$ cat src/rtl/axis_acq_sequencer.sv
// Trigger-driven acquisition sequencer: arms on command, waits for a trigger edge, skips a
// post-trigger delay, then writes a fixed number of stream samples into a FIFO write port.
module axis_acq_sequencer #(
  parameter int unsigned AXIS_TDATA_WIDTH = 32,
  parameter int unsigned CNTR_WIDTH       = 32
) (
  input  logic                        aclk,
  input  logic                        areset,
  input  logic                        cfg_arm,
  input  logic                        cfg_abort,
  input  logic [CNTR_WIDTH-1:0]       cfg_len,
  input  logic [CNTR_WIDTH-1:0]       cfg_delay,
  input  logic                        trig_in,
  output logic                        s_axis_tready,
  input  logic [AXIS_TDATA_WIDTH-1:0] s_axis_tdata,
  input  logic                        s_axis_tvalid,
  input  logic                        fifo_write_full,
  output logic [AXIS_TDATA_WIDTH-1:0] fifo_write_data,
  output logic                        fifo_write_wren,
  output logic [2:0]                  sts_state,
  output logic [CNTR_WIDTH-1:0]       sts_count,
  output logic                        sts_overflow,
  output logic                        done
);

  typedef enum logic [2:0] {
    S_IDLE    = 3'd0,
    S_ARMED   = 3'd1,
    S_DELAY   = 3'd2,
    S_CAPTURE = 3'd3,
    S_DONE    = 3'd4
  } state_t;

  state_t                      state_q;
  logic [CNTR_WIDTH-1:0]       len_q;
  logic [CNTR_WIDTH-1:0]       delay_q;
  logic [CNTR_WIDTH-1:0]       dly_cnt_q;
  logic [CNTR_WIDTH-1:0]       count_q;
  logic [AXIS_TDATA_WIDTH-1:0] data_q;
  logic                        trig_prev_q;
  logic                        pend_q;
  logic                        ovf_q;
  logic                        done_q;

  logic                        trig_edge_d;
  logic                        drop_d;
  logic [CNTR_WIDTH-1:0]       dly_cnt_inc_d;
  logic [CNTR_WIDTH-1:0]       count_inc_d;

  assign trig_edge_d   = trig_in & ~trig_prev_q;
  assign dly_cnt_inc_d = dly_cnt_q + CNTR_WIDTH'(1);
  assign count_inc_d   = count_q + CNTR_WIDTH'(1);
  // An abort cancels the write pending in the same cycle, so it can neither issue nor overflow.
  assign drop_d        = pend_q & fifo_write_full & ~cfg_abort;

  assign s_axis_tready   = 1'b1;
  assign fifo_write_data = data_q;
  assign fifo_write_wren = pend_q & ~fifo_write_full & ~cfg_abort;
  assign sts_state       = 3'(state_q);
  assign sts_count       = count_q;
  assign sts_overflow    = ovf_q;
  assign done            = done_q;

  always_ff @(posedge aclk or posedge areset) begin
    if (areset) begin
      state_q     <= S_IDLE;
      len_q       <= '0;
      delay_q     <= '0;
      dly_cnt_q   <= '0;
      count_q     <= '0;
      data_q      <= '0;
      trig_prev_q <= 1'b1;
      pend_q      <= 1'b0;
      ovf_q       <= 1'b0;
      done_q      <= 1'b0;
    end else begin
      trig_prev_q <= trig_in;
      pend_q      <= 1'b0;
      done_q      <= 1'b0;
      if (drop_d) ovf_q <= 1'b1;
      if (cfg_abort) begin
        state_q <= S_IDLE;
      end else begin
        case (state_q)
          S_IDLE, S_DONE: begin
            if (cfg_arm) begin
              state_q <= S_ARMED;
              len_q   <= cfg_len;
              delay_q <= cfg_delay;
              count_q <= '0;
              ovf_q   <= 1'b0;
            end
          end
          S_ARMED: begin
            if (trig_edge_d) begin
              dly_cnt_q <= '0;
              if (delay_q != '0) begin
                state_q <= S_DELAY;
              end else if (len_q == '0) begin
                state_q <= S_DONE;
                done_q  <= 1'b1;
              end else begin
                state_q <= S_CAPTURE;
              end
            end
          end
          S_DELAY: begin
            if (s_axis_tvalid) begin
              dly_cnt_q <= dly_cnt_inc_d;
              if (dly_cnt_inc_d == delay_q) begin
                if (len_q == '0) begin
                  state_q <= S_DONE;
                  done_q  <= 1'b1;
                end else begin
                  state_q <= S_CAPTURE;
                end
              end
            end
          end
          S_CAPTURE: begin
            // Every taken sample overwrites the write register; it is never stalled.
            if (s_axis_tvalid) begin
              data_q  <= s_axis_tdata;
              pend_q  <= 1'b1;
              count_q <= count_inc_d;
              if (count_inc_d == len_q) begin
                state_q <= S_DONE;
                done_q  <= 1'b1;
              end
            end
          end
          default: state_q <= S_IDLE;
        endcase
      end
    end
  end

endmodule
$ cat config.mk
export PLATFORM = sky130hd
export DESIGN_NAME = axis_acq_sequencer
export DESIGN_NICKNAME = d
export VERILOG_FILES = /design/src/rtl/axis_acq_sequencer.sv
export SDC_FILE = /design/constraint.sdc
export NUM_CORES = 1
export LEC_CHECK = 0
export CAP_MARGIN = 20
export CORE_ASPECT_RATIO = 2
export CORE_MARGIN = 3
export CORE_UTILIZATION = 57
export DETAILED_ROUTE_END_ITERATION = 12
export PLACE_DENSITY = 0.86
export SETUP_SLACK_MARGIN = 0.3
export SLEW_MARGIN = 15
export SYNTH_ARGS = -nofsm -noshare
export SYNTH_HDL_FRONTEND = slang
export SYNTH_SLANG_ARGS = --single-unit
$ cat constraint.sdc
create_clock -name aclk -period 20.2 [get_ports aclk]
set_clock_uncertainty 0.15 [all_clocks]
set_input_delay 6.06 -clock aclk [delete_from_list [all_inputs] [get_ports aclk]]
set_output_delay 6.06 -clock aclk [all_outputs]
set_load 0.02 [all_outputs]
# --- After elaboration in Yosys (flattened, before gate mapping) ---
# Cells that the tools add are included.
totals:
  register_bits: 167
  latch_bits: 0
  ram_bits: 0
  rom_bits: 0
  input_bits: 103
  output_inout_bits: 71
  n_memories: 0
op_classes:
  addsub: 2
  mul: 0
  div: 0
  order_cmp: 0
  eq_ne: 16
  shifts: 0
  muxes: 32
  bitwise_logic: 8
  n_reduce_logical: 11
op_table:
  columns: ["op", "n"]
  rows:
  - ["2-to-1 mux 32 bit", 4]
  - ["one-hot mux 32 bit (2 select lines)", 2]
  - ["adder 32 x 1 -> 32 bit, second input constant", 2]
  - ["== test 32 bit", 2]
  - ["zero test 32 bit", 1]
  - ["nonzero test 32 bit", 1]
  - ["2-to-1 mux 3 bit", 9]
  - ["!= test 3 bit, second input constant", 6]
  - ["2-to-1 mux 1 bit", 15]
  - ["one-hot mux 3 bit (4 select lines)", 1]
  - ["!= test 2 bit, second input constant", 4]
  - ["AND reduction 4 bit", 2]
  - ["== test 3 x 2 -> 1 bit, second input constant", 2]
  - ["AND reduction 3 bit", 2]
  - ["AND reduction 6 bit", 1]
  - ["AND 1 bit", 5]
  - ["nonzero test 2 bit", 2]
  - ["== test 3 x 1 -> 1 bit, second input constant", 1]
  - ["== test 3 bit, second input constant", 1]
  - ["zero test 3 bit", 1]
  - ["inverter 1 bit", 3]
  - ["one-hot mux 1 bit (3 select lines)", 1]
  - ["OR reduction 2 bit", 1]

# --- Longest topological paths before layout ---
logic_depth:
  ltp_word: 6
  ltp_mapped: 12
  depth_no_buf: 10

# --- Worst setup path after synthesis ---
# No wires, ideal clock.
synth_path:
  path_type: "input-to-output"
  from: "input cfg_abort"
  to: "output fifo_write_wren"
  arrival_time_ns: 6.587
  slack_ns: 7.403
  stages: 1
  path_buffers: 0
  path_cell_list: "nor3b_1"
synth_via:
  elab_chain_len: 2
synth_rtl:
  columns: ["element", "line", "rtl"]
  rows:
  - ["from (decl)", "10", "input logic cfg_abort,"]
  - ["inverter 1 bit (no line)", null, null]
  - ["AND 1 bit", "58", "assign fifo_write_wren = pend_q & ~fifo_write_full & ~cfg_abort;"]
  - ["to (decl)", "19", "output logic fifo_write_wren,"]
# No other way between the ends.

# --- Worst setup path in the final report ---
# Same ends and word-level chain as after synthesis.

==> key figures <==
Place
  • Placed inst area: 0.0112 mm^2
  • Buffers on Ports: 172
  • HPWL Detailed: between 20000 and 25000 um
  • Pre-CTS setup slack: roughly 6500 ps
  • Final RePlAce weighted congestion: between 0.9 and 1

Critical path
  • Worst setup SP type: input port
  • Reg2Reg Depth: 9
  • CP max FO: 7
  • R2R Setup Slk: between 15000 and 20000 ps
  • Crit Path Category: input port to primary output
  • WP data required: 13990 ps
  • Worst Path Arrival: 7530 ps
  • CP Capture Type: primary output

Timing
  • Minimum clock period: 13740 ps
  • Final period util: 0.680
  • Final Hold Vio Count: 0
  • Final setup vio count: 0
  • Final setup margin: 6460 ps
  • Slew at the pin closest to its max-slew limit: approximately 1000 ps
  • Worst relative slew slack: 0.330
  • Fmax: 0.0728 GHz
  • Final TNS setup: 0 ps
  • RSZ-0062 raised after global routing: no
  • Max Slew Vio Count: 0

Die
  • Die X-Extent: approximately 97 um
  • Die area: approximately 0.018 mm^2
  • Num rows: 65
  • I/O pins: 174
  • Initial Util: 0.587
  • Die height: 187 um
  • Core Footprint: 0.0159 mm^2

Route
  • Detailed-router iteration count before antenna repair: 5
  • Vias: 8647
  • Post-Route WL: 28600 um
  • Via density: roughly 6.3
  • Residual DRC: 0
  • Detail Route Antenna Nets: 0
  • Drt initial violations: 567
  • Avg WL per Cell: 20.7 um

Clocking
  • Htree depth: 4
  • Cts-stage hold buffer count: 0
  • Buffer count from post-CTS setup fixing: 0
  • CTS Buffer Depth: 2
  • Post-CTS Resized: 0
  • Clk_lat worst skew: ~430 ps
  • # clock sinks: 167
  • Cts bufs inserted: 17
  • Clk pin slew, worst setup/hold paths: 70 ps
  • Clock root cell: clkbuf_16
  • CTS tree: built

Cells and area
  • Final Instance Area: between 0.01 and 0.015 mm^2
  • Most frequent cells in the layout: nand2_1, clkdlybuf4s50_1, dfrtp_1
  • Most common cell after layout, fill and taps aside: nand2_1
  • Fillcell total: between 1000 and 1500
  • Ant. Diodes: 0
  • Share of post-route cells with drive strength above 1: 0.0983
  • Synthesis-to-layout area growth: 26.2%
  • Final #Nets: 1272

Logic synthesis
  • Share of flip-flops with an asynchronous set or reset: 1.00
  • Top cells by area, synth: dfrtp_1, mux2_2, nand2_1
  • Post-synth EDFFs: 0
  • Primary flip-flop cell chosen by synthesis mapping: dfrtp_1
  • Avg Cell Area, Syn: 9.07 um^2
  • Syn Std Cell Area: 0.00935 mm^2
  • Distinct cells, synth: 69
  • Synth warnings: 0
  • Register area share after synthesis: 0.447
  • Cell taking the most area after synthesis: dfrtp_1
  • Share of Yosys cell area claimed by the top area cell type: 0.444
  • Cells after synthesis: 1031
  • Post-synthesis sequential element count: between 150 and 200
  • Syn_nets: 1136

Global route
  • Number of global-route vias before repair: 8889
  • Gr usage total: 0.329
  • Initial antenna violation count: 0
  • First-pass GRT wire length: 45600 um
  • Largest net degree at the start of global routing: 107
  • Overflow left after global routing: 0

Hold path
  • HP Class: flop to flop
  • Hold Crit Depth: 2

Job
  • Max_cap viols: 0

Run status
  • Status: finished, final reports clean

Power
  • VDD IR max: 63.0 uV
  • Pwr per Cell Area: 114 mW/mm^2
  • Final Total Pwr: 1.35 mW
  • Leakage power total: between 4 and 5 nW
-- registers in the layout (all words and copies together), names as in the netlist --
signal and count:
fifo_write_data 32, len_q 32, delay_q 32, sts_state 3, trig_prev_q 1, dly_cnt_q 32, sts_overflow 1, done 1
pend_q 1, sts_count 32
-- where the power goes --
part / total (mW) / internal, mW / switching [mW] / leakage (nW)
Sequential: 0.542 / 0.432 / 0.110 / 2.16
Combinational: 0.451 / 0.228 / 0.223 / 2.26
Clock: 0.358 / 0.215 / 0.143 / 0.311
Total: 1.35 / 0.876 / 0.476 / 4.73
-- routing by layer --
layer,track usage,vias to the layer above,part of all wire
li1,-,3937,-
met1,0.330,4170,0.32
met2,0.585,397,0.55
met3,0.0572,143,0.053
met4,0.230,0,0.076
met5,0,-,0
-- final timing paths --
kind / endpoint / start
hold / removal: fifo_write_data[27] / fifo_write_data[27]
min in group asynchronous: len_q[2] / areset
setup reg to reg: sts_state[0] / dly_cnt_q[4]
hold reg to reg: fifo_write_data[27] / fifo_write_data[27]
setup / recovery: fifo_write_wren / cfg_abort
max in group asynchronous: sts_state[2] / areset
-- cell usage after synthesis, drive strengths merged, types with 3 or more instances --
| library cell | n |
|---|---|
| nand3b | 3 |
| nand2b | 4 |
| nor3 | 25 |
| nand4 | 24 |
| nand3 | 40 |
| nor4bb | 3 |
| a21oi | 22 |
| xnor2 | 63 |
| o41ai | 3 |
| and2 | 10 |
| inv | 12 |
| or4 | 7 |
| or2 | 3 |
| or3 | 11 |
| clkbuf | 49 |
| o22ai | 5 |
| a21o | 3 |
| nor2 | 59 |
| and4 | 6 |
| o31ai | 25 |
| o21ai | 101 |
| a2111oi | 3 |
| buf | 13 |
| o2111ai | 3 |
| nand2 | 181 |
| a31oi | 11 |
| xor2 | 30 |
| dfrtp | 166 |
| and3 | 15 |
| nor4 | 33 |
| mux2 | 62 |
| nor3b | 4 |
-- per-stage QoR --
stage               hold WS [ps]  utilization  instances
global placement             306        0.700       1349
global route                 354        0.741       1381
finish                       325        0.741       1381
CTS                          328        0.741       1381
detailed placement           311        0.700       1349
floorplan                    321            -       1031
-- worst max-delay path, stage by stage --
cell and delay (ps):
clkdlybuf4s50_1 580, nor3b_1 260, clkdlybuf4s50_1 630
-- layout make-up --
type	instances	area, um^2	share of cell area
multi-input combinational	789	4900	0.415
inverter	13	53.8	0.00456
clock buffer	19	453	0.0384
clock inverter	13	193	0.0163
sequential	167	4180	0.354
tap	201	251	0.0213
timing repair buffer	179	1770	0.150
-- logic make-up (layout without fill, tap and decap cells) --
| group | after synthesis | after routing | synth area share |
|---|---|---|---|
| AOI/OAI and AO/OA | 195 | 195 | 0.126 |
| xor gates and xnor gates | 94 | 94 | 0.0896 |
| adders and majority gates | 2 | 2 | 0.00268 |
| buffers and inverters | 75 | 224 | 0.0316 |
| DFF | 167 | 167 | 0.447 |
| muxes | 63 | 63 | 0.0757 |
| other | 1 | 1 | 0.000401 |
| and+or+nand+nor | 434 | 434 | 0.227 |
Power figures use the tool's default switching activity.
